--- config.mk ---
export PLATFORM = sky130hd
export DESIGN_NAME = des_iter_core
export DESIGN_NICKNAME = d
export VERILOG_FILES = /design/src/rtl/des_iter_core.sv
export SDC_FILE = /design/constraint.sdc
export NUM_CORES = 2
export LEC_CHECK = 0
export CAP_MARGIN = 25
export CORE_AREA = 3 3 351 353
export CTS_CLUSTER_SIZE = 14
export DETAILED_ROUTE_END_ITERATION = 10
export DIE_AREA = 0 0 354 356
export GPL_ROUTABILITY_DRIVEN = 0
export SLEW_MARGIN = 20
export SYNTH_ARGS = -nofsm -noshare
export SYNTH_HDL_FRONTEND = slang
export SYNTH_SLANG_ARGS = --single-unit
--- constraint.sdc ---
create_clock -name clk -period 10.1 [get_ports clk]
set_clock_uncertainty 0.15 [all_clocks]
set_input_delay 1.01 -clock clk [delete_from_list [all_inputs] [get_ports clk]]
set_output_delay 1.01 -clock clk [all_outputs]
set_load 0.01 [all_outputs]
--- src/rtl/des_iter_core.sv ---
// Iterative single-DES engine: IP, 16 Feistel rounds folded over
// ROUNDS_PER_CYCLE chained round stages, FP; ready/valid on both sides.
module des_iter_core #(
    parameter int ROUNDS_PER_CYCLE = 1
) (
    input  logic         clk,
    input  logic         n_rst,
    input  logic         in_valid,
    output logic         in_ready,
    input  logic         decrypt,
    input  logic [63:0]  data_in,
    input  logic [767:0] round_keys,
    output logic         out_valid,
    input  logic         out_ready,
    output logic [63:0]  data_out,
    output logic         busy
);

    localparam int ITERS = 16 / ROUNDS_PER_CYCLE;
    localparam int CNT_W = (ITERS > 1) ? $clog2(ITERS) : 1;

    if (!(ROUNDS_PER_CYCLE == 1 || ROUNDS_PER_CYCLE == 2 || ROUNDS_PER_CYCLE == 4 ||
          ROUNDS_PER_CYCLE == 8 || ROUNDS_PER_CYCLE == 16)) begin : g_bad_rounds
        $error("des_iter_core: ROUNDS_PER_CYCLE must be 1, 2, 4, 8 or 16");
    end

    localparam int IP_T [64] = '{
        58, 50, 42, 34, 26, 18, 10, 2,  60, 52, 44, 36, 28, 20, 12, 4,
        62, 54, 46, 38, 30, 22, 14, 6,  64, 56, 48, 40, 32, 24, 16, 8,
        57, 49, 41, 33, 25, 17,  9, 1,  59, 51, 43, 35, 27, 19, 11, 3,
        61, 53, 45, 37, 29, 21, 13, 5,  63, 55, 47, 39, 31, 23, 15, 7
    };
    localparam int FP_T [64] = '{
        40, 8, 48, 16, 56, 24, 64, 32,  39, 7, 47, 15, 55, 23, 63, 31,
        38, 6, 46, 14, 54, 22, 62, 30,  37, 5, 45, 13, 53, 21, 61, 29,
        36, 4, 44, 12, 52, 20, 60, 28,  35, 3, 43, 11, 51, 19, 59, 27,
        34, 2, 42, 10, 50, 18, 58, 26,  33, 1, 41,  9, 49, 17, 57, 25
    };
    localparam int E_T [48] = '{
        32,  1,  2,  3,  4,  5,   4,  5,  6,  7,  8,  9,
         8,  9, 10, 11, 12, 13,  12, 13, 14, 15, 16, 17,
        16, 17, 18, 19, 20, 21,  20, 21, 22, 23, 24, 25,
        24, 25, 26, 27, 28, 29,  28, 29, 30, 31, 32,  1
    };
    localparam int P_T [32] = '{
        16, 7, 20, 21, 29, 12, 28, 17,   1, 15, 23, 26,  5, 18, 31, 10,
         2, 8, 24, 14, 32, 27,  3,  9,  19, 13, 30,  6, 22, 11,  4, 25
    };
    // One row per entry (box*4 + row), column 0 in the top nibble.
    localparam logic [63:0] SBOX [32] = '{
        64'hE4D12FB83A6C5907, 64'h0F74E2D1A6CB9538, 64'h41E8D62BFC973A50, 64'hFC8249175B3EA06D,
        64'hF18E6B34972DC05A, 64'h3D47F28EC01A69B5, 64'h0E7BA4D158C6932F, 64'hD8A13F42B67C05E9,
        64'hA09E63F51DC7B428, 64'hD709346A285ECBF1, 64'hD6498F30B12C5AE7, 64'h1AD069874FE3B52C,
        64'h7DE3069A1285BC4F, 64'hD8B56F03472C1AE9, 64'hA690CB7DF13E5284, 64'h3F06A1D8945BC72E,
        64'h2C417AB6853FD0E9, 64'hEB2C47D150FA3986, 64'h421BAD78F9C5630E, 64'hB8C71E2D6F09A453,
        64'hC1AF92680D34E75B, 64'hAF427C9561DE0B38, 64'h9EF528C3704A1DB6, 64'h432C95FABE17608D,
        64'h4B2EF08D3C975A61, 64'hD0B7491AE35C2F86, 64'h14BDC37EAF680592, 64'h6BD814A7950FE23C,
        64'hD2846FB1A93E50C7, 64'h1FD8A374C56B0E92, 64'h7B419CE206ADF358, 64'h21E74A8DFC90356B
    };

    typedef enum logic [1:0] {IDLE, RUN, DONE} state_t;

    state_t             state_q, state_d;
    logic               accept, last;
    logic [63:0]        lr_q, lr_next;
    logic [767:0]       key_q;
    logic               dec_q;
    logic [CNT_W-1:0]   cnt_q;
    logic [31:0]        l_v, r_v, t_v;
    logic [47:0]        k_v;
    int unsigned        idx;

    // Table entries are DES bit numbers (bit 1 = MSB).
    function automatic logic [63:0] ip(input logic [63:0] x);
        logic [63:0] y;
        y = '0;
        for (int unsigned k = 0; k < 64; k++) y[6'(63 - k)] = x[6'(64 - IP_T[6'(k)])];
        return y;
    endfunction

    function automatic logic [63:0] fp(input logic [63:0] x);
        logic [63:0] y;
        y = '0;
        for (int unsigned k = 0; k < 64; k++) y[6'(63 - k)] = x[6'(64 - FP_T[6'(k)])];
        return y;
    endfunction

    function automatic logic [31:0] feistel(input logic [31:0] r, input logic [47:0] key);
        logic [47:0] e;
        logic [31:0] s, p;
        logic [63:0] srow;
        logic [5:0]  six;
        e = '0;
        s = '0;
        p = '0;
        for (int unsigned n = 0; n < 48; n++) e[6'(47 - n)] = r[5'(32 - E_T[6'(n)])];
        e = e ^ key;
        for (int unsigned b = 0; b < 8; b++) begin
            six  = e[6'(47 - 6 * b) -: 6];
            srow = SBOX[5'(4 * b + {six[5], six[0]})];
            s[5'(31 - 4 * b) -: 4] = srow[6'(63 - 4 * six[4:1]) -: 4];
        end
        for (int unsigned n = 0; n < 32; n++) p[5'(31 - n)] = s[5'(32 - P_T[5'(n)])];
        return p;
    endfunction

    // Chain of ROUNDS_PER_CYCLE rounds; decrypt walks the latched key vector from the far end.
    always_comb begin
        l_v = lr_q[63:32];
        r_v = lr_q[31:0];
        t_v = '0;
        k_v = '0;
        idx = 0;
        for (int unsigned j = 0; j < ROUNDS_PER_CYCLE; j++) begin
            idx = 32'(cnt_q) * 32'(ROUNDS_PER_CYCLE) + j;
            k_v = dec_q ? key_q[10'(48 * idx) +: 48] : key_q[10'(720 - 48 * idx) +: 48];
            t_v = l_v ^ feistel(r_v, k_v);
            l_v = r_v;
            r_v = t_v;
        end
        lr_next = {l_v, r_v};
    end

    // Next-state logic and handshake decode.
    always_comb begin
        state_d = state_q;
        accept  = 1'b0;
        last    = 1'b0;
        case (state_q)
            IDLE: if (in_valid) begin
                accept  = 1'b1;
                state_d = RUN;
            end
            RUN: if (cnt_q == CNT_W'(ITERS - 1)) begin
                last    = 1'b1;
                state_d = DONE;
            end
            DONE: if (out_ready) state_d = IDLE;
            default: state_d = IDLE;
        endcase
    end

    assign in_ready  = (state_q == IDLE);
    assign busy      = (state_q != IDLE);
    assign out_valid = (state_q == DONE);

    // State register.
    always_ff @(posedge clk) begin
        if (!n_rst) state_q <= IDLE;
        else        state_q <= state_d;
    end

    // Block capture, round iteration and result register.
    always_ff @(posedge clk) begin
        if (!n_rst) begin
            lr_q     <= '0;
            key_q    <= '0;
            dec_q    <= 1'b0;
            cnt_q    <= '0;
            data_out <= '0;
        end else if (accept) begin
            lr_q  <= ip(data_in);
            key_q <= round_keys;
            dec_q <= decrypt;
            cnt_q <= '0;
        end else if (state_q == RUN) begin
            lr_q  <= lr_next;
            cnt_q <= last ? '0 : cnt_q + 1'b1;
            if (last) data_out <= fp({lr_next[31:0], lr_next[63:32]});
        end
    end

endmodule

Word-level counts from Yosys, hierarchy flattened
Memories as Yosys holds them, arrays and structs flattened.
Cells that the tools add are included.
W data, S select, Z words.
{"block": "word_totals", "elab_cells": 71, "inputBits": 837, "n_memories": 4, "regBits": 871, "output_inout_bits": 67, "romBits": 8192}
{"name": "(no name shown)", "depth": 32, "width": 64, "read_ports": 1, "rd_clocked_by_memory_dff": 0, "wr": 0, "line": "100", "source": "srow = SBOX[5'(4 * b + {six[5], six[0]})];"}
{"name": "(no name shown)", "depth": 32, "width": 64, "read_ports": 1, "rd_clocked_by_memory_dff": 0, "wr": 0, "line": "100"}
{"name": "(no name shown)", "depth": 32, "width": 64, "read_ports": 1, "rd_clocked_by_memory_dff": 0, "wr": 0, "line": "100"}
{"name": "(no name shown)", "depth": 32, "width": 64, "read_ports": 1, "rd_clocked_by_memory_dff": 0, "wr": 0, "line": "100"}
{"block": "classes", "n_addsub": 10, "n_reduce_logical": 6, "n_shift": 6, "n_mux": 20, "multipliers": 1, "order_cmp": 4, "n_bitwise": 8, "eq_ne": 6}
{"operator": "$shiftx A768 B11 Y24", "n": 2}
{"operator": "$mux W64", "n": 10}
{"operator": "$shiftx A67 B7 Y4", "n": 4}
{"operator": "$xor A32 B32 Y32", "n": 1}
{"operator": "$ge A6 B6 Y1 const B", "n": 4}
{"operator": "$mux W24", "n": 1}
{"operator": "$not A5 Y6", "n": 4}
{"operator": "$sub A6 B6 Y6 const A", "n": 4}
{"operator": "$xor A24 B24 Y24", "n": 1}
{"operator": "$add A5 B2 Y5 const A", "n": 4}
{"operator": "$sub A10 B10 Y10 const A", "n": 1}
{"operator": "$mul A2 B4 Y6 const A", "n": 1}
{"operator": "$mux W2", "n": 3}
{"operator": "$pmux W2 S3", "n": 1}
{"operator": "$reduce_and A3 Y1", "n": 2}
{"operator": "$add A4 B1 Y4 const B", "n": 1}
{"operator": "$eq A4 B4 Y1 const B", "n": 1}
{"operator": "$mux W1", "n": 4}
{"operator": "$mux W4", "n": 1}
{"operator": "$ne A2 B2 Y1 const B", "n": 2}
{"operator": "$reduce_bool A2 Y1", "n": 2}
{"operator": "$eq A2 B1 Y1 const B", "n": 1}
{"operator": "$eq A2 B2 Y1 const B", "n": 1}
{"operator": "$logic_not A2 Y1", "n": 1}
{"operator": "3 further kinds", "n": 4}

Logic depth before layout (Yosys ltp)
{"block": "logic_depth", "ltp_word": 14, "mapped_depth": 27}

Least setup slack after synthesis
Ideal clock, no wire load.
{"block": "synth_path", "kind": "flip-flop to flip-flop", "from": "register cnt_q[1]", "to": "register lr_q[28]", "arrival_ns": 5.444, "required_ns": 9.888, "n_path_buf": 3, "setup_slack_ns": 4.443, "period_less_slack_ns": 5.657, "stages_incl_launch_ff": 24, "path_cell_list": "dfxtp_1 -> ha_1 -> fa_1 -> ha_1 -> buf_2 -> buf_2 -> clkbuf_1 -> mux4_2 -> mux2_2 -> nand2_1 -> o21ai_0 -> a311oi_1 -> o21ai_0 -> o41a_1 -> o211ai_1 -> inv_1 -> ha_1 -> inv_1 -> mux2i_1 -> mux2_2 -> a21oi_1 -> a32oi_1 -> or4b_1 -> nand3_1"}
{"block": "synth_between", "elab_chain_len": 14, "elab_cells_between_ends": 16, "cone_classes": "add/sub (3); mul (1); shift (3); mux (5); bitwise (3); memory (1)"}
{"item": "start, declared", "line": "68", "source": "logic [CNT_W-1:0] cnt_q;"}
{"item": "start signal, assigned", "line": "168", "source": "cnt_q <= last ? '0 : cnt_q + 1'b1;"}
{"item": "$mul A2 B4 Y6 (*)", "line": "116", "source": "k_v = dec_q ? key_q[10'(48 * idx) +: 48] : key_q[10'(720 - 48 * idx) +: 48];"}
{"item": "$sub A10 B10 Y10", "line": "116"}
{"item": "$shiftx A768 B11 Y24", "line": "116"}
{"item": "$mux W24 (*)", "line": "116"}
{"item": "$xor A24 B24 Y24 (*)", "line": "97", "source": "e = e ^ key;"}
{"item": "$add A5 B2 Y5", "line": "100"}
{"item": "$not A5 Y6 (implied by the code)", "line": "100"}
{"item": "$mem_v2 Z32 W64"}
{"item": "$mux W64 (implied by the code) (2 in series)", "line": "100"}
{"item": "$shiftx A67 B7 Y4 (*)", "line": "101", "source": "s[5'(31 - 4 * b) -: 4] = srow[6'(63 - 4 * six[4:1]) -: 4];"}
{"item": "$xor A32 B32 Y32 (*)", "line": "117", "source": "t_v = l_v ^ feistel(r_v, k_v);"}
{"item": "$mux W64 (*)", "line": "166", "source": "end else if (state_q == RUN) begin"}
{"item": "$mux W64 (*)", "line": "161", "source": "end else if (accept) begin"}
{"item": "end signal, assigned", "line": "162", "source": "lr_q <= ip(data_in);"}
{"item": "end signal, assigned", "line": "167", "source": "lr_q <= lr_next;"}
{"item": "end, declared", "line": "65", "source": "logic [63:0] lr_q, lr_next;"}
Every way passes the cells marked *; elsewhere a longest branch is shown, timed or not. The select of a mux whose other input is x is not followed.
A chain may end at the register's enable or synchronous reset.

Final worst setup path
{"block": "layout_path", "from": "register cnt_q[0]", "to": "register lr_q[28]"}
The elaborated chain is that of the path after synthesis.

==> flow_summary.ini <==
[logic_synthesis]
synth_ff_type = dfxtp_1
synth_fa_ha_area_share_pct = 0.6516
synth_xor_area_share_pct = 1.110
ys_async_sr_fraction_pct = 0
yosysTopAreaCellShare_pct = 37.11
synth_common_cells = nand2_1 (1664), dfxtp_1 (840), a21boi_0 (814)
synthMuxAreaShare_pct = 22.27
synth-seq-area-share_pct = 37.11
yosys.area.top_type = dfxtp_1
syn_area_per_cell_um2 = 9.452
ys_ff_latch = 840
ys_types = 88
yosys_warnings = 0
synth-edff-count = 0
synth_compound_area_share_pct = 17.33
synth_area_um2 = 45310
synth_area_leaders = dfxtp_1 (37%), mux4_2 (21%), nand2_1 (14%)
yosys.area_share.simple_pct = 16.19
yosysMostFrequentCell = nand2_1
syn-instance-count = 4794
synth_top_family_by_area = multiplexers

[detailed_routing]
first_pass_iters = 5
post_drt_via_cell_ratio = 5.619
wl_met2_um = 90200
first_iter_violations = 3975
wl_met3_um = 15780
drc = 0
num_vias = 39770
drt_wl_total_um = 193700
wl_met1_um = 78890
wl_per_cell_um = 27.36
dr.max_layer_used = met5
drtAntennaViolNets = 0

[timing]
report.final.slew_viol_count = 0
finalHoldViolCount = 0
relSlewSlack_pct = 23.54
period_minus_slack_ns = 7.444
fin_crit_sh_pct = 73.70
fmax_ghz = 0.1343
worstMarginPinSlew_ns = 1.147
setup_tns_ns = 0
report.final.setup_viol = 0
rsz0062_at_grt = no

[power]
p_leak_nw = 19.87
power.internal_w = 0.006430
p_clk_share_pct = 38.5
pwr-share-comb_pct = 20.6
swShare_pct = 29.65
seqPwrFrac_pct = 40.9
ir_drop_v = 0.0001279
p_switching_w = 0.002710
p_per_area_nw_per_um2 = 159.4

[cells_and_area]
final_area_um2 = 57340
drive_gt1_share_pct = 12.48
area_growth_pct = 26.54
regArea_um2 = 16820
fin_nets = 6190
fill_cells = 11560
multiInputGateArea_um2 = 26320

[placement]
io_buffers = 822
placed_area_um2 = 53950
dp_hpwl_um = 147200

[global_routing]
grt_max_degree = 247
grt_pass1_wl_um = 270300
overflow = 0
grt_use_total_pct = 29.62
grt_pass1_vias = 37290
antenna_found_initial = 78

[clocking]
post_cts_resized = 0
cts_setup_buffers = 0
clock_latency_ns = 0.70
cts_tree = done
h-tree-depth = 3
cts_sinks = 840
clk_path_buf_depth = 3
cts_inserted_buffers = 98
path_clk_slew_ns = 0.05
root_buffer = clkbuf_16
holdBufCountCts = 0

[critical_path]
crit_arrival_ns = 7.91
cp_max_fo = 42
endpoint_kind = flip-flop
required_ns = 10.57
critPathLaunchType = flip-flop
crit-reg2reg-launch = cnt_q[0]
worst-setup-path-type = reg2reg
rrSetupSlack_ns = 2.66
r2r-end = lr_q[28]
rr_worst_depth = 21

[min_path]
min_path_type = reg2reg
min_delay_worst_endpoint = key_q[236]
whs_path_depth = 2
min_from = key_q[236]

[floorplan]
num_rows = 127
initial_utilization_pct = 37.72
chipHeight_um = 356
die_area_um2 = 126000
die_width_um = 354
ios = 904
core-area_um2 = 120100

[outcome]
outcome = finished, final reports clean

[flow_run]
maxCapViolCount = 0
==> flip-flops by register name (all words and copies together) (netlist names) <==
| signal | flops |
|---|---|
| state_q | 2 |
| cnt_q | 4 |
| data_out | 25 |
| dec_q | 1 |
| lr_q | 41 |
| key_q | 767 |
==> power groups by stage <==
stage                     Combinational [W]  Clock [W]  Sequential [W]
after detailed placement            0.00186          0         0.00380
after CTS                           0.00187    0.00357         0.00373
after global routing                0.00202    0.00371         0.00376
final                               0.00188    0.00352         0.00374
after floorplan                     0.00118          0         0.00368
after global placement              0.00184          0         0.00380
==> through the flow <==
stage	hold slack [ns]	std cells	util [%]	setup WS (ns)	total power, W
2_1_floorplan	0.2900	4832	-	4.443	0.004860
3_5_place_dp	0.3067	6838	44.91	2.721	0.005665
3_3_place_gp	0.3002	6837	44.90	2.771	0.005634
6_report	0.3112	7078	47.73	2.656	0.009140
5_1_grt	0.3301	7066	47.71	2.245	0.009486
4_1_cts	0.3151	7015	47.54	2.680	0.009174
==> critical path, cell delays in order (launching register included) <==
cell and delay (ns):
dfxtp_4 0.73, ha_4 0.26, fa_1 0.50, ha_4 0.83, buf_4 0.47, mux4_2 0.54
mux2_2 0.28, nand2_1 0.09, o21ai_0 0.27, a311oi_1 0.38, o21ai_0 0.13, o41a_1 0.14
o211ai_1 0.45, inv_1 0.25, ha_1 0.41, inv_1 0.19, mux2i_1 0.10, mux2_2 0.29
a21oi_1 0.14, a32oi_1 0.11, or4b_1 0.51, nand3_1 0.09
==> how the worst max path moves through the flow <==
stage	end	start	slack (ns)
after floorplan	lr_q[28]	cnt_q[1]	4.44
after global placement	lr_q[28]	cnt_q[0]	2.77
after detailed placement	lr_q[28]	cnt_q[0]	2.72
after CTS	lr_q[28]	cnt_q[0]	2.68
after global routing	lr_q[20]	cnt_q[0]	2.25
final	lr_q[28]	cnt_q[0]	2.66
==> cell type report <==
cell class                      count  share of cell area (%)
Antenna cell                       59                  0.2575
Clock buffer                      149                   5.067
Clock inverter                     28                  0.4473
Inverter                           23                  0.1506
Multi-Input combinational cell   3498                   45.90
Sequential cell                   840                   29.34
Tap cell                         1612                   3.517
Timing Repair Buffer              869                   15.32
==> layout by cell type (no fill, tap or decap), types with 6 or more instances in the layout <==
cell type	count
buf_4	31
xnor2_1	19
o21a_1	6
clkdlybuf4s50_1	821
clkbuf_1	26
ha_1	20
o211ai_1	13
nor2b_1	7
and3_1	8
xor2_1	13
mux2i_1	44
nand4_1	18
buf_12	13
mux2_2	11
nand2_1	1663
diode_2	59
nand2b_1	9
nand3_1	71
a211oi_1	16
a22o_1	12
conb_1	39
nor3_1	8
dfxtp_1	838
xnor2_2	9
mux4_2	423
inv_1	20
nor2_1	48
clkinv_2	19
clkbuf_8	24
clkbuf_16	99
o31ai_1	11
o221ai_1	14
a21oi_1	43
o211a_1	7
o21ai_0	23
a21boi_0	814
==> cell families (layout without fill, tap and decap cells) <==
kind of cell / Yosys count / in the layout
AO/OA/AOI/OAI: 1044 / 1044
XOR/XNOR: 46 / 46
flip-flops: 840 / 840
AND/OR/NAND/NOR: 1868 / 1868
multiplexers: 478 / 478
adder cells (fa/ha/maj): 23 / 23
other: 1 / 98
buffers and inverters: 494 / 1069
==> metal layers <==
layer / up-vias / track usage, %
met2: 1736 / 46.71
met1: 19740 / 38.60
met3: 341 / 6.838
li1: 17930 / -
met4: 28 / 13.80
met5: - / 0
No activity file was read; power rests on OpenSTA's default activity.
